### src/rtl/pmbist_march_engine_pkg.sv
// Shared definitions for the PMBIST march engine: instruction layout, field
// extraction helpers and FSM state encoding.
package pmbist_march_engine_pkg;

  localparam int unsigned SCAN_WIDTH = 21;

  // Instruction word: {W, DATA[7:0], POL[3:0], OP[3:0], NO[1:0], ADMD, UPDWN}
  localparam int unsigned IrUpdwn   = 0;
  localparam int unsigned IrAdmd    = 1;
  localparam int unsigned IrNoLsb   = 2;
  localparam int unsigned IrOpLsb   = 4;
  localparam int unsigned IrPolLsb  = 8;
  localparam int unsigned IrDataLsb = 12;
  localparam int unsigned IrDataW   = 8;
  localparam int unsigned IrW       = 20;

  typedef logic [SCAN_WIDTH-1:0] ir_t;

  typedef enum logic [1:0] {
    StIdle,
    StRun,
    StDrain,
    StDone
  } state_e;

  function automatic logic ir_updwn(ir_t ir);
    return ir[IrUpdwn];
  endfunction

  function automatic logic ir_admd(ir_t ir);
    return ir[IrAdmd];
  endfunction

  function automatic logic [1:0] ir_no(ir_t ir);
    return ir[IrNoLsb +: 2];
  endfunction

  function automatic logic [3:0] ir_op(ir_t ir);
    return ir[IrOpLsb +: 4];
  endfunction

  function automatic logic [3:0] ir_pol(ir_t ir);
    return ir[IrPolLsb +: 4];
  endfunction

  function automatic logic [IrDataW-1:0] ir_data(ir_t ir);
    return ir[IrDataLsb +: IrDataW];
  endfunction

  function automatic logic ir_w(ir_t ir);
    return ir[IrW];
  endfunction

endpackage

### src/rtl/pmbist_addr_gen.sv
// Address sweep counter: loads the start address, steps up or down, and flags
// the final address of the sweep (always address 0 in single-address mode).
module pmbist_addr_gen #(
  parameter int unsigned ADDR_WIDTH = 4
) (
  input  logic                  clk,
  input  logic                  rst,
  input  logic                  load,
  input  logic                  step,
  input  logic                  updwn,
  input  logic                  single,
  output logic [ADDR_WIDTH-1:0] addr,
  output logic                  last
);

  logic [ADDR_WIDTH-1:0] addr_q;

  always_ff @(posedge clk or negedge rst) begin
    if (!rst) begin
      addr_q <= '0;
    end else if (load) begin
      addr_q <= (updwn && !single) ? '1 : '0;
    end else if (step) begin
      addr_q <= updwn ? addr_q - ADDR_WIDTH'(1) : addr_q + ADDR_WIDTH'(1);
    end
  end

  assign addr = addr_q;
  assign last = single || (updwn ? (addr_q == '0) : (addr_q == '1));

endmodule

### src/rtl/pmbist_march_engine.sv
// March-element engine: sequences up to four read/write ops per address over a
// sweep, generates per-op data and checks reads through a one-stage compare.
module pmbist_march_engine
  import pmbist_march_engine_pkg::*;
#(
  parameter int unsigned ADDR_WIDTH = 4,
  parameter int unsigned DATA_WIDTH = 8
) (
  input  logic                  clk,
  input  logic                  rst,
  input  logic [SCAN_WIDTH-1:0] scan,
  input  logic                  ts,
  output logic                  busy,
  output logic                  done,
  output logic                  passfail,
  output logic [ADDR_WIDTH-1:0] fail_addr,
  output logic [1:0]            fail_op,
  output logic                  mem_en,
  output logic                  mem_we,
  output logic [ADDR_WIDTH-1:0] mem_addr,
  output logic [DATA_WIDTH-1:0] mem_wdata,
  input  logic [DATA_WIDTH-1:0] mem_rdata
);

  state_e                state_q, state_d;
  ir_t                   instr_q;
  logic [1:0]            op_q;
  logic                  passfail_q;
  logic [ADDR_WIDTH-1:0] fail_addr_q;
  logic [1:0]            fail_op_q;
  logic                  cmp_valid_q;
  logic [DATA_WIDTH-1:0] cmp_exp_q;
  logic [ADDR_WIDTH-1:0] cmp_addr_q;
  logic [1:0]            cmp_op_q;

  logic                  accept, run, op_last, step, last, op_we, op_pol;
  logic                  gen_updwn, gen_single;
  logic [3:0]            op_bits, pol_bits;
  logic [ADDR_WIDTH-1:0] addr;
  logic [DATA_WIDTH-1:0] bg, pat, data;
  logic [IrDataW-1:0]    ir_bg;

  assign accept   = (state_q == StIdle) && ts;
  assign run      = (state_q == StRun);
  assign op_bits  = ir_op(instr_q);
  assign pol_bits = ir_pol(instr_q);
  assign op_we    = op_bits[op_q];
  assign op_pol   = pol_bits[op_q];
  assign op_last  = (op_q == ir_no(instr_q));
  assign step     = run && op_last && !last;

  // The instruction is not latched yet on the accepting edge, so decode scan directly.
  assign gen_updwn  = accept ? ir_updwn(scan) : ir_updwn(instr_q);
  assign gen_single = accept ? ir_admd(scan)  : ir_admd(instr_q);

  pmbist_addr_gen #(
    .ADDR_WIDTH(ADDR_WIDTH)
  ) u_addr_gen (
    .clk   (clk),
    .rst   (rst),
    .load  (accept),
    .step  (step),
    .updwn (gen_updwn),
    .single(gen_single),
    .addr  (addr),
    .last  (last)
  );

  assign ir_bg = ir_data(instr_q);

  if (DATA_WIDTH > IrDataW) begin : g_bg_ext
    assign bg = {{(DATA_WIDTH - IrDataW){1'b0}}, ir_bg};
  end else if (DATA_WIDTH == IrDataW) begin : g_bg_eq
    assign bg = ir_bg;
  end else begin : g_bg_trunc
    assign bg = ir_bg[DATA_WIDTH-1:0];
  end

  assign pat  = bg ^ {DATA_WIDTH{ir_w(instr_q) & addr[0]}};
  assign data = pat ^ {DATA_WIDTH{op_pol}};

  always_comb begin
    state_d = state_q;
    unique case (state_q)
      StIdle:  if (ts) state_d = StRun;
      StRun:   if (op_last && last) state_d = StDrain;
      StDrain: state_d = StDone;
      StDone:  state_d = StIdle;
      default: state_d = StIdle;
    endcase
  end

  always_ff @(posedge clk or negedge rst) begin
    if (!rst) begin
      state_q <= StIdle;
      instr_q <= '0;
      op_q    <= '0;
    end else begin
      state_q <= state_d;
      if (accept) begin
        instr_q <= scan;
        op_q    <= '0;
      end else if (run) begin
        op_q <= op_last ? 2'd0 : op_q + 2'd1;
      end
    end
  end

  always_ff @(posedge clk or negedge rst) begin
    if (!rst) begin
      cmp_valid_q <= 1'b0;
      cmp_exp_q   <= '0;
      cmp_addr_q  <= '0;
      cmp_op_q    <= '0;
    end else begin
      cmp_valid_q <= run && !op_we;
      cmp_exp_q   <= data;
      cmp_addr_q  <= addr;
      cmp_op_q    <= op_q;
    end
  end

  // No read is ever pending in IDLE, so clear-on-accept never races a compare.
  always_ff @(posedge clk or negedge rst) begin
    if (!rst) begin
      passfail_q  <= 1'b0;
      fail_addr_q <= '0;
      fail_op_q   <= '0;
    end else if (accept) begin
      passfail_q  <= 1'b0;
      fail_addr_q <= '0;
      fail_op_q   <= '0;
    end else if (cmp_valid_q && (mem_rdata != cmp_exp_q)) begin
      passfail_q <= 1'b1;
      if (!passfail_q) begin
        fail_addr_q <= cmp_addr_q;
        fail_op_q   <= cmp_op_q;
      end
    end
  end

  assign busy      = run || (state_q == StDrain);
  assign done      = (state_q == StDone);
  assign passfail  = passfail_q;
  assign fail_addr = fail_addr_q;
  assign fail_op   = fail_op_q;
  assign mem_en    = run;
  assign mem_we    = run && op_we;
  assign mem_addr  = run ? addr : '0;
  assign mem_wdata = (run && op_we) ? data : '0;

endmodule

### config.mk
export PLATFORM = sky130hd
export DESIGN_NAME = pmbist_march_engine
export DESIGN_NICKNAME = d
export VERILOG_FILES = /design/src/rtl/pmbist_march_engine_pkg.sv /design/src/rtl/pmbist_addr_gen.sv /design/src/rtl/pmbist_march_engine.sv
export SDC_FILE = /design/constraint.sdc
export NUM_CORES = 1
export LEC_CHECK = 0
export ABC_CLOCK_PERIOD_IN_PS = 2500
export CORE_UTILIZATION = 45
export DETAILED_ROUTE_END_ITERATION = 16
export GPL_TIMING_DRIVEN = 0
export PLACE_DENSITY = 0.76
export SKIP_CTS_REPAIR_TIMING = 1
export SLEW_MARGIN = 15
export SYNTH_ARGS = -nofsm -noshare
export SYNTH_HDL_FRONTEND = slang
export SYNTH_SLANG_ARGS = --single-unit
### constraint.sdc
create_clock -name clk -period 2.5 [get_ports clk]
set_clock_uncertainty 0.2 [all_clocks]
set_input_delay 0.5 -clock clk [delete_from_list [all_inputs] [get_ports clk]]
set_output_delay 0.5 -clock clk [all_outputs]
set_load 0.02 [all_outputs]
# Word level (Yosys, flattened, before mapping)
# Cells that the tools add are included.
# totals
ff_bits,51
out_inout_bits,23
elab_cells,74
# op_classes
addsub,3
order_cmp,1
eq_ne,9
muxes,27
bitwise_logic,3
n_reduce_logical,20
# ops
op,count
$mux W4,8
$mux W2,8
$xor A8 B8 Y8,2
$logic_and A1 B1 Y1,8
$mux W8,1
$ne A8 B8 Y1,1
$pmux W2 S4,1
$mux W1,7
$reduce_bool A2 Y1,3
$add A4 B1 Y4 const B,1
$bmux W1 S2,2
$eq A2 B2 Y1 const B,2
$eq A4 B4 Y1 const B,1
$logic_not A4 Y1,1
$ne A2 B1 Y1 const B,2
$reduce_and A2 Y1,2
$sub A4 B1 Y4 const B,1
$logic_not A1 Y1,3
$lt A2 B3 Y1 const B,1
$add A2 B1 Y2 const B,1
$eq A2 B1 Y1 const B,1
$eq A2 B2 Y1,1
$logic_not A2 Y1,1
$logic_or A1 B1 Y1,2
2 further kinds,2

# Depth between registers and ports, before layout
# Gate-level depths: netlist (run 1).
# depth
ltp_word,9
mapped_depth,10

# By module
# A second synthesis (run 1) with hierarchy kept.
# unflattened
cells_unflattened,201
hier_area_um2,2407.3
# by_module_without_submodules
module,n_inst,cells_each,area_per_inst_um2,seq_area_each_um2
pmbist_march_engine,1,160,2075.7,1176.1
pmbist_addr_gen,1,41,331.6,100.1

# Least setup slack after synthesis (run 1)
# Ideal clock, no wire load.
# synth_path
path_type,register to register
startpoint,register state_q[0]
endpoint,register u_addr_gen.addr_q[3] (netlist: u_addr_gen.addr[3])
setup_time_ps,124
arrival_time_ps,2308
required_time_ps,2176
slack_ps,-132
path_stages_with_launch,11
path_cell_list,dfrtp_1 -> inv_1 -> ha_1 -> and3_1 -> or2_2 -> ha_1 -> a21o_1 -> a21oi_1 -> xor2_1 -> o31a_1 -> o31a_1
# synth_via
elab_chain_len,8
word_cells_on_any_way,17
classes_between,1 x eq/ne; 7 x mux; 9 x reduce/logical
# synth_lines
element,line,source
start: declaration,pmbist_march_engine.sv:25,"state_e state_q, state_d;"
start signal: assignment,pmbist_march_engine.sv:95,state_q <= StIdle;
start signal: assignment,pmbist_march_engine.sv:99,state_q <= state_d;
$logic_not A2 Y1,pmbist_march_engine.sv:43,assign accept = (state_q == StIdle) && ts;
$logic_and A1 B1 Y1,pmbist_march_engine.sv:43,
$mux W1,pmbist_march_engine.sv:53,assign gen_updwn = accept ? ir_updwn(scan) : ir_updwn(instr_q);
$mux W1,pmbist_addr_gen.sv:29,assign last = single || (updwn ? (addr_q == '0) : (addr_q == '1));
$logic_or A1 B1 Y1,pmbist_addr_gen.sv:29,
$logic_not A1 Y1,pmbist_march_engine.sv:50,assign step = run && op_last && !last;
$logic_and A1 B1 Y1,pmbist_march_engine.sv:50,
$reduce_bool A2 Y1 (no source line),--,
end signal: assignment,pmbist_addr_gen.sv:22,addr_q <= (updwn && !single) ? '1 : '0;
end signal: assignment,pmbist_addr_gen.sv:24,addr_q <= updwn ? addr_q - ADDR_WIDTH'(1) : addr_q + ADDR_WIDTH'(1);
end: declaration,pmbist_addr_gen.sv:16,logic [ADDR_WIDTH-1:0] addr_q;
# Several ways; a longest one is shown, not always the timed one. The select of a mux whose other input is x is not followed.
# A chain may end at the register's enable or synchronous reset.

# Worst setup path after layout (run 1)
# layout_path
startpoint,register op_q[0]
endpoint,output port mem_wdata[2]
# layout_via
elab_chain_len,4
word_cells_on_any_way,7
classes_between,5 x mux; 1 x bitwise; 1 x reduce/logical
# layout_lines
element,line,source
start: declaration,pmbist_march_engine.sv:27,logic [1:0] op_q;
start signal: assignment,pmbist_march_engine.sv:104,op_q <= op_last ? 2'd0 : op_q + 2'd1;
$bmux W1 S2,pmbist_march_engine.sv:48,assign op_pol = pol_bits[op_q];
$mux W1 (implied by the code),pmbist_march_engine.sv:48,
$xor A8 B8 Y8,pmbist_march_engine.sv:80,assign data = pat ^ {DATA_WIDTH{op_pol}};
named net data[2],pmbist_march_engine.sv:40,"logic [DATA_WIDTH-1:0] bg, pat, data;"
$mux W8,pmbist_march_engine.sv:150,assign mem_wdata = (run && op_we) ? data : '0;
end: declaration,pmbist_march_engine.sv:21,"output logic [DATA_WIDTH-1:0] mem_wdata,"
# The timed path passes the listed nets, and every way through them passes these cells. The select of a mux whose other input is x is not followed.

==> results of run 1 <==
-- logic make-up (layout without fill, tap and decap cells) --
| family | after synthesis | in the layout |
|---|---|---|
| and+or+nand+nor | 103 | 103 |
| DFF | 51 | 51 |
| xor gates and xnor gates | 21 | 21 |
| AOI/OAI and AO/OA | 18 | 18 |
| buffers and inverters | 15 | 95 |
| muxes | 12 | 12 |
| adders and majority gates | 8 | 8 |
-- through the flow --
stage / setup TNS (ps) / power, µW / std cells / setup WS [ps]
floorplan: 0 / 2890 / 228 / 18.38
global placement: -39480 / 3477 / 352 / -664.7
finish: -3113 / 4896 / 378 / -420.8
CTS: -10020 / 4110 / 360 / -1004
detailed placement: -6671 / 3564 / 353 / -668.2
global route: -3599 / 5235 / 378 / -465.8
-- registers in the layout (all words and copies together) (netlist names) --
signal	cells
instr_q	21
cmp_exp_q	8
cmp_addr_q	4
fail_addr	4
u_addr_gen.addr	4
cmp_op_q	2
fail_op	2
op_q	2
state_q	2
cmp_valid_q	1
passfail	1
-- cell type report --
type                       count  area (µm²)  share of cell area
buffer                         9       46.29             0.01334
clock inverter                 1       30.03            0.008652
multi-input combinational    162        1201              0.3461
sequential                    51        1276              0.3677
clock buffer                   6       72.57             0.02091
tap                           70       87.58             0.02523
timing repair buffer          73       732.0              0.2109
inverter                       6       25.02            0.007210
-- final timing paths --
kind                             startpoint                  to  slack [ps]  cells past startpoint
worst max register to register   state_q[1]  u_addr_gen.addr[3]         -10                     10
max in group asynchronous               rst  u_addr_gen.addr[2]        1080                      3
min in group asynchronous               rst        cmp_exp_q[5]         490                      2
worst min register to register  instr_q[11]         instr_q[11]         280                      2
worst max-delay path                op_q[0]        mem_wdata[2]        -420                      7
worst min-delay path            instr_q[11]         instr_q[11]         280                      2
-- tightest hold or removal path, cell delays in order (launching register included) --
cell and delay [ps]:
dfrtp_1 350, nand2_1 50, nand2_1 60
-- power groups by stage --
stage	Clock, µW	Combinational (µW)	Sequential, µW
3_5_place_dp	0	2060	1510
5_1_grt	589	3080	1570
4_1_cts	550	2070	1490
6_report	551	2830	1520
3_3_place_gp	0	1990	1490
2_1_floorplan	0	1400	1490
-- synth_stat cells (2+ instances only) --
cell type	number
and3_1	2
o21ai_0	4
xor2_1	17
clkbuf_1	7
o31a_1	3
and2_1	14
inv_1	6
a21oi_1	3
nor2_1	11
ha_1	7
xnor2_1	3
mux2i_1	8
nand2b_1	2
nor4_1	4
nand2_1	63
or2_2	2
mux2_2	2
dfrtp_1	51
-- metal layers --
metal | global-route usage | up-vias | wire length [µm]
met2 | 0.3163 | 33 | 2732
met3 | 0.03614 | 6 | 146
li1 | - | 896 | -
met4 | 0.06289 | 0 | 72
met1 | 0.2400 | 867 | 2273
met5 | 0 | - | 0
==> flow_summary.json, run 1 <==
{
  "crit_buf_inv": 3,
  "worstSetupPathType": "flip-flop to output pin",
  "yosys_warnings": 0,
  "cts.sinks": 51,
  "synth_mux_area_frac": 0.06315,
  "clockBufferDepth": 2,
  "slew_viol_final": 0,
  "cp_common_cell": "buf_6",
  "p_comb_frac": 0.577,
  "critPathMaxFanout": 8,
  "h-tree-depth": 2,
  "dieArea_um2": 5624,
  "drc": 0,
  "path_cells": "buf_6, mux4_2, xnor2_4, buf_12, xor2_2, and2_4, buf_6",
  "ys_ff_latch": 51,
  "final_cell_mix": "62 x nand2_1, 51 x dfrtp_1, 38 x clkdlybuf4s50_1, 16 x buf_4, 11 x nor2_1",
  "hpwl_um": 3448,
  "postSynthAreaPerCell_um2": 10.51,
  "mostFrequentLayoutCell": "nand2_1",
  "gp_congestion": 0.7519,
  "cts_buffers": 5,
  "worstSkewPairLatency_ps": 300,
  "setup_slack_ps": -420.8,
  "rsz0062_at_grt": "true",
  "die_w_um": 74.99,
  "netlist.area_leader.share": 0.5324,
  "power.density_nw_per_um2": 1410,
  "grt_usage": 0.1861,
  "wirelength_um": 5224,
  "drt_iter0_markers": 110,
  "synth_top_family_by_area": "simple AND/OR/NAND/NOR gates",
  "syn2layout_area_growth_pct": 44.78,
  "status": "complete, but fails checks",
  "synth_fa_ha_area_frac": 0.04489,
  "yosysUniqueCellTypes": 37,
  "synth-simple-area-share": 0.1921,
  "synth_area_leaders": "dfrtp_1 53%, nand2_1 9.9%, xor2_1 6.2%",
  "synth-edff-count": 0,
  "grt_start_max_net_pins": 31,
  "wl_per_cell_um": 13.82,
  "ant_nets": 0,
  "vias": 1802,
  "first_global_vias": 1733,
  "timing.hold.ws_ps": 281.4,
  "cts_tree": "done",
  "internal_power_uw": 2981,
  "placed_area_um2": 3049,
  "fillers": 404,
  "hold_violations": 0,
  "required_ps": 1800,
  "synthArstFlopShare": 1.000,
  "nets": 348,
  "ir_drop_v": 0.0007094,
  "dominantRegCellSynth": "dfrtp_1",
  "antenna_found_initial": 0,
  "rows": 26,
  "cpPeakStageDelay_ps": 550,
  "post-route-util": 0.6796,
  "power_leakage_uw": 0.001715,
  "antenna_cells": 0,
  "maxCapViolations": 0,
  "crit_arrival_ps": 2220,
  "tightest_slew_ps": 499.5,
  "layout-drive-gt1-share": 0.2338,
  "maxSlewHeadroom": 0.6670,
  "clock.fmax_mhz": 342.4,
  "syn-num-nets": 268,
  "overflow": 0,
  "setup_viol": 9,
  "mappedNetlistArea_um2": 2397,
  "core_area_um2": 5107,
  "min_path_type": "flip-flop to flip-flop",
  "first_pass_iters": 4,
  "clockPowerShare": 0.113,
  "critPathLaunchType": "flip-flop",
  "start_util": 0.4694,
  "period_needed_ps": 2921,
  "pin_count": 55,
  "cpMaxStageDelayCell": "mux4_2",
  "crit_family": "multiplexers",
  "yosys.area.top_type": "dfrtp_1",
  "via_per_inst": 4.767,
  "synth_compound_area_frac": 0.05585,
  "grt_pass1_wl_um": 7700,
  "seq_area_frac_synth": 0.5324,
  "die_h_um": 74.99,
  "p_seq_frac": 0.310,
  "worstSetupEndpointType": "output pin",
  "stdcell_area_um2": 3471,
  "portBuffers": 54,
  "power.switching_uw": 1914,
  "violations": "setup timing",
  "synth_xor_area_frac": 0.08455,
  "fin_crit_sh": 1.168,
  "synth_cells": 228,
  "swShare": 0.3911,
  "clk_pin_slew_ps": 90,
  "cts_root_buffer": "clkbuf_8"
}
Power figures use the tool's default switching activity.
==> run 2, diff against run 1 <==
--- a/config.mk
+++ b/config.mk
@@ -5,7 +5,6 @@
 export SDC_FILE = /design/constraint.sdc
 export NUM_CORES = 1
 export LEC_CHECK = 0
-export ABC_CLOCK_PERIOD_IN_PS = 2500
 export CORE_UTILIZATION = 45
 export DETAILED_ROUTE_END_ITERATION = 16
 export GPL_TIMING_DRIVEN = 0
@@ -14,4 +13,5 @@
 export SLEW_MARGIN = 15
 export SYNTH_ARGS = -nofsm -noshare
 export SYNTH_HDL_FRONTEND = slang
+export SYNTH_HIERARCHICAL = 1
 export SYNTH_SLANG_ARGS = --single-unit
==> constraint.sdc (replaced) <==
create_clock -name clk -period 2.6 [get_ports clk]
set_clock_uncertainty 0.2 [all_clocks]
set_input_delay 0.52 -clock clk [delete_from_list [all_inputs] [get_ports clk]]
set_output_delay 0.52 -clock clk [all_outputs]
set_load 0.02 [all_outputs]
==> run 2 against run 1 <==
- the run still ends with setup timing left
- area after synthesis increased by 0.42%
- count of clock-buffer cells in the layout increased by 1
- sequential power decreased by 3%
- critical path depth unchanged
- power decreased by 5.2%
- largest power group unchanged
- non-clock buffer count decreased by 11
- critical path type unchanged
- sequential share of layout area increased by 0.73 points
==> flow_summary.json, run 2 <==
{
  "setup_viol": 11,
  "clockPowerShare": 0.106,
  "portBuffers": 54,
  "die_w_um": 75.14,
  "yosysUniqueCellTypes": 35,
  "ir_drop_v": 0.0006363,
  "h-tree-depth": 2,
  "final_cell_mix": "51 x dfrtp_1, 40 x clkdlybuf4s50_1, 21 x mux2_2, 18 x nand2_1, 11 x buf_4",
  "top_register": "instr_q",
  "yosys_warnings": 6,
  "dominantRegCellSynth": "dfrtp_1",
  "gp_congestion": 0.8203,
  "required_ps": 1880,
  "rrSetupSlack_ps": -210,
  "cts_tree": "done",
  "largest_register_ffs": 21,
  "wirelength_um": 4810,
  "grt_start_max_net_pins": 29,
  "p_seq_frac": 0.317,
  "status": "complete, but fails checks",
  "clock.fmax_mhz": 345.7,
  "layout-drive-gt1-share": 0.2873,
  "power.density_nw_per_um2": 1364,
  "swShare": 0.3919,
  "ys_top_cells_by_count": "51 x dfrtp_1, 21 x mux2_2, 19 x nand2_1",
  "internal_power_uw": 2822,
  "seq_area_um2": 1276,
  "overflow": 0,
  "power.switching_uw": 1819,
  "cts.sinks": 51,
  "worst-r2r-cell-count": 11,
  "power_leakage_uw": 0.001535,
  "setup_slack_ps": -292.5,
  "nets": 314,
  "min_path_type": "input pin to async pin",
  "drc": 0,
  "synthMostInstantiatedCell": "dfrtp_1",
  "hold_violations": 0,
  "mappedNetlistArea_um2": 2407,
  "antenna_cells": 0,
  "cts_buffers": 5,
  "fillers": 425,
  "first_pass_iters": 4,
  "core_area_um2": 5140,
  "grt_pass1_wl_um": 7383,
  "via_per_inst": 4.925,
  "crit_arrival_ps": 2170,
  "stdcell_area_um2": 3403,
  "critPathLaunchType": "flip-flop",
  "hpwl_um": 3426,
  "tightest_slew_ps": 779.9,
  "dieArea_um2": 5646,
  "critPathMaxFanout": 6,
  "slew_viol_final": 0,
  "synthArstFlopShare": 1.000,
  "synth_area_leaders": "dfrtp_1 53%, mux2_2 9.8%, xor2_1 6.5%",
  "timing.rr.start": "state_q[1]",
  "period_needed_ps": 2892,
  "die_h_um": 75.14,
  "worstSetupEndpointType": "output pin",
  "setup_tns_ps": -2328,
  "vias": 1699,
  "reg.largest.list": "instr_q x21, cmp_exp_q x8",
  "synth-edff-count": 0,
  "rows": 26,
  "netlist.area_leader.share": 0.5301,
  "antenna_found_initial": 0,
  "seq_area_frac_synth": 0.5301,
  "fin_crit_sh": 1.112,
  "maxSlewHeadroom": 0.4801,
  "syn2layout_area_growth_pct": 41.37,
  "cts_root_buffer": "clkbuf_8",
  "multi_input_area_um2": 1184,
  "grt_usage": 0.1774,
  "yosys.area.top_type": "dfrtp_1",
  "final_cells": 345,
  "worstSkewPairLatency_ps": 300,
  "violations": "setup timing",
  "drt_iter0_markers": 107,
  "dp_cells": 326,
  "syn-num-nets": 241,
  "clockBufferDepth": 2,
  "wl_per_cell_um": 13.94,
  "start_util": 0.4684,
  "first_global_vias": 1643,
  "p_comb_frac": 0.578,
  "ant_nets": 0,
  "timing.rr.end": "state_q[1]",
  "pin_count": 55,
  "rsz0062_at_grt": "true",
  "synth_cells": 201,
  "timing.hold.ws_ps": 41.12,
  "ys_ff_latch": 51,
  "maxCapViolations": 0,
  "postSynthAreaPerCell_um2": 11.98,
  "clk_pin_slew_ps": 90,
  "mostFrequentLayoutCell": "dfrtp_1",
  "worstSetupPathType": "flip-flop to output pin",
  "placed_area_um2": 3095
}
==> run 2: changes by cell type in the layout (fill, tap and decap cells not counted), sizes merged, moves of 4 or more <==
cell	previous run	this run
inv	6	10
a21oi	3	10
clkbuf	13	9
buf	30	25
nand2	63	19
nor2	11	6
mux2	2	22
==> run 2: cell families after synthesis <==
| family | synth area share |
|---|---|
| AND/OR/NAND/NOR | 0.1107 |
| adder cells (fa/ha/maj) | 0.04470 |
| multiplexers | 0.1518 |
| buffers and inverters | 0.02962 |
| AO/OA/AOI/OAI | 0.04886 |
| flip-flops | 0.5301 |
| XOR/XNOR | 0.08420 |
==> run 2: worst max path at each step <==
stage                from      endpoint  slack [ps]  depth (start not counted)
2_1_floorplan  state_q[1]    state_q[1]        -100                         12
3_3_place_gp           ts    state_q[1]        -760                         11
3_5_place_dp           ts    state_q[1]        -750                         11
4_1_cts           op_q[0]  mem_wdata[2]        -870                          6
5_1_grt           op_q[0]  mem_wdata[1]        -370                          7
6_report          op_q[0]  mem_wdata[1]        -290                          7
==> run 2: power groups by stage <==
stage / Clock [µW] / Sequential [µW] / Combinational (µW)
floorplan: 0 / 1430 / 1520
global placement: 0 / 1440 / 2100
detailed placement: 0 / 1460 / 2170
CTS: 504 / 1440 / 2180
global route: 535 / 1520 / 2920
finish: 492 / 1470 / 2680
==> run 2: cell type report <==
class / count / share of cell area
sequential: 51 / 0.3750
multi-input combinational: 134 / 0.3478
timing repair buffer: 67 / 0.1985
clock buffer: 7 / 0.02831
tap: 70 / 0.02574
inverter: 11 / 0.01581
buffer: 4 / 0.006618
clock inverter: 1 / 0.002206
==> run 2: layer usage <==
layer	routed length (µm)	global-route usage	vias up
met5	0	0	-
met4	85	0.04733	0
met3	171	0.04150	7
met2	2493	0.3083	51
met1	2059	0.2241	824
li1	-	-	817
==> run 2: metrics by stage <==
stage | worst slack, ps | power (µW) | utilization
after CTS | -871.7 | 4119 | 0.6224
after detailed placement | -752.3 | 3630 | 0.6022
final | -292.5 | 4641 | 0.6621
after global routing | -365.4 | 4967 | 0.6621
after floorplan | -103.5 | 2951 | -
after global placement | -756.6 | 3547 | 0.5979
==> run 2: worst max-delay path, stage by stage (launching register included) <==
cell	delay, ps
dfrtp_1	370
buf_6	130
mux4_2	550
xnor2_4	190
buf_8	180
xor2_2	160
and2_1	170
buf_6	120
==> run 3, diff against run 2 <==
--- a/config.mk
+++ b/config.mk
@@ -6,9 +6,11 @@
 export NUM_CORES = 1
 export LEC_CHECK = 0
 export CORE_UTILIZATION = 45
+export CTS_CLUSTER_DIAMETER = 30
 export DETAILED_ROUTE_END_ITERATION = 16
 export GPL_TIMING_DRIVEN = 0
 export PLACE_DENSITY = 0.76
+export RECOVER_POWER = 25
 export SKIP_CTS_REPAIR_TIMING = 1
 export SLEW_MARGIN = 15
 export SYNTH_ARGS = -nofsm -noshare
==> run 3 against run 2 <==
- hold slack improved by 160 ps
- highest routed layer unchanged
- cell area about the same
- clock power barely moved
- die area unchanged
- largest power group unchanged
- the run ends with capacitance limit, slew limit, setup timing left
- fmax did not move
- sequential share of layout area about the same
- critical path type unchanged
- count of clock-buffer cells in the layout is the same
- via count is the same
- worst setup slack is essentially flat
- first-iteration DRC count shrank 0.93%
==> flow_summary.json, run 3 (synthesis results as in run 2) <==
{
  "total_power_uw": 4641,
  "vias": 1699,
  "placed_area_um2": 3095,
  "layout-drive-gt1-share": 0.2836,
  "worstSkewPairLatency_ps": 300,
  "syn2layout_area_growth_pct": 41.32,
  "grt_pass1_wl_um": 7383,
  "timing.hold.ws_ps": 205.4,
  "rsz0062_at_grt": "true",
  "crit_family": "multiplexers",
  "portBuffers": 54,
  "nets": 314,
  "cts_root_buffer": "clkbuf_8",
  "grt_usage": 0.1774,
  "cpMaxStageDelayCell": "mux4_2",
  "antenna_cells": 0,
  "maxCapViolations": 1,
  "wirelength_um": 4809,
  "cp_common_cell": "buf_6",
  "worstSetupPathType": "flip-flop to output pin",
  "maxSlewHeadroom": -0.04537,
  "start_util": 0.4684,
  "power.density_nw_per_um2": 1364,
  "crit_arrival_ps": 2170,
  "power_leakage_uw": 0.001532,
  "worstHoldStart": "op_q[0]",
  "dp_cells": 326,
  "ir_drop_v": 0.0006364,
  "fin_crit_sh": 1.112,
  "cts_tree": "done",
  "setup_viol": 11,
  "grt_start_max_net_pins": 29,
  "top_register": "instr_q",
  "largest_register_ffs": 21,
  "timing.rr.end": "state_q[1]",
  "crit_buf_inv": 3,
  "worstSetupEndpointType": "output pin",
  "reg.largest.list": "instr_q x21, cmp_exp_q x8",
  "period_needed_ps": 2892,
  "first_global_vias": 1643,
  "tightest_slew_ps": 1568,
  "via_per_inst": 4.925,
  "slew_viol_final": 28,
  "die_h_um": 75.14,
  "critPathLaunchType": "flip-flop",
  "drc": 0,
  "timing.rr.start": "state_q[1]",
  "ant_nets": 0,
  "clockBufferDepth": 2,
  "antenna_found_initial": 0,
  "cts.sinks": 51,
  "stdcell_area_um2": 3402,
  "pin_count": 55,
  "first_pass_iters": 4,
  "setup_slack_ps": -292.5,
  "final_cells": 345,
  "status": "complete, but fails checks",
  "hold_violations": 0,
  "rrSetupSlack_ps": -210,
  "gp_congestion": 0.8203,
  "path_cells": "buf_6, mux4_2, xnor2_4, buf_8, xor2_2, and2_1, buf_6",
  "rows": 26,
  "core_area_um2": 5140,
  "min_path_type": "flip-flop to flip-flop",
  "hold_end": "cmp_op_q[0]",
  "required_ps": 1880,
  "violations": "capacitance limit, slew limit, setup timing",
  "overflow": 0,
  "wl_per_cell_um": 13.94,
  "die_w_um": 75.14,
  "cpPeakStageDelay_ps": 550,
  "h-tree-depth": 2,
  "clk_pin_slew_ps": 90,
  "worst-r2r-cell-count": 11,
  "dieArea_um2": 5646,
  "drt_iter0_markers": 106,
  "whs_path_depth": 0,
  "cts_buffers": 5,
  "clock.fmax_mhz": 345.7,
  "mostFrequentLayoutCell": "dfrtp_1",
  "critPathMaxFanout": 6,
  "hpwl_um": 3426,
  "final_cell_mix": "51 x dfrtp_1, 40 x clkdlybuf4s50_1, 21 x mux2_2, 18 x nand2_1, 11 x buf_4"
}
-- run 3: worst max path at each step --
stage / from / to / slack [ps] / cells after the start
2_1_floorplan: state_q[1] / state_q[1] / -100 / 12
3_3_place_gp: ts / state_q[1] / -760 / 11
3_5_place_dp: ts / state_q[1] / -750 / 11
4_1_cts: op_q[0] / mem_wdata[2] / -870 / 6
5_1_grt: op_q[0] / mem_wdata[1] / -370 / 7
6_report: op_q[0] / mem_wdata[1] / -290 / 7
-- run 3: layout make-up --
class | count | area, µm²
Buffer | 4 | 22.52
Clock buffer | 7 | 96.34
Clock inverter | 1 | 7.507
Fill cell | 426 | 1738
Inverter | 11 | 53.80
Multi-Input combinational cell | 134 | 1184
Sequential cell | 51 | 1276
Tap cell | 70 | 87.58
Timing Repair Buffer | 67 | 674.4
-- run 3: routing by layer --
layer  global-route usage  part of all wire  routed length (µm)
met2               0.3083              0.52                2491
met4              0.04733             0.018                  85
met1               0.2241              0.43                2061
met5                    0                 0                   0
met3              0.04150             0.036                 171
-- run 3: stage by stage --
| step | util | TNS [ps] | setup WS [ps] |
|---|---|---|---|
| after detailed placement | 0.6022 | -7835 | -752.3 |
| after global placement | 0.5979 | -39640 | -756.6 |
| final | 0.6619 | -2328 | -292.5 |
| after global routing | 0.6619 | -3475 | -365.4 |
| after CTS | 0.6224 | -8949 | -871.7 |
| after floorplan | - | -146.4 | -103.5 |
-- run 3: power breakdown --
part	internal, µW	switching [µW]	leakage, µW
logic	1380	1300	0.000866
clock network	242	249	0.0000505
registers	1200	274	0.000615
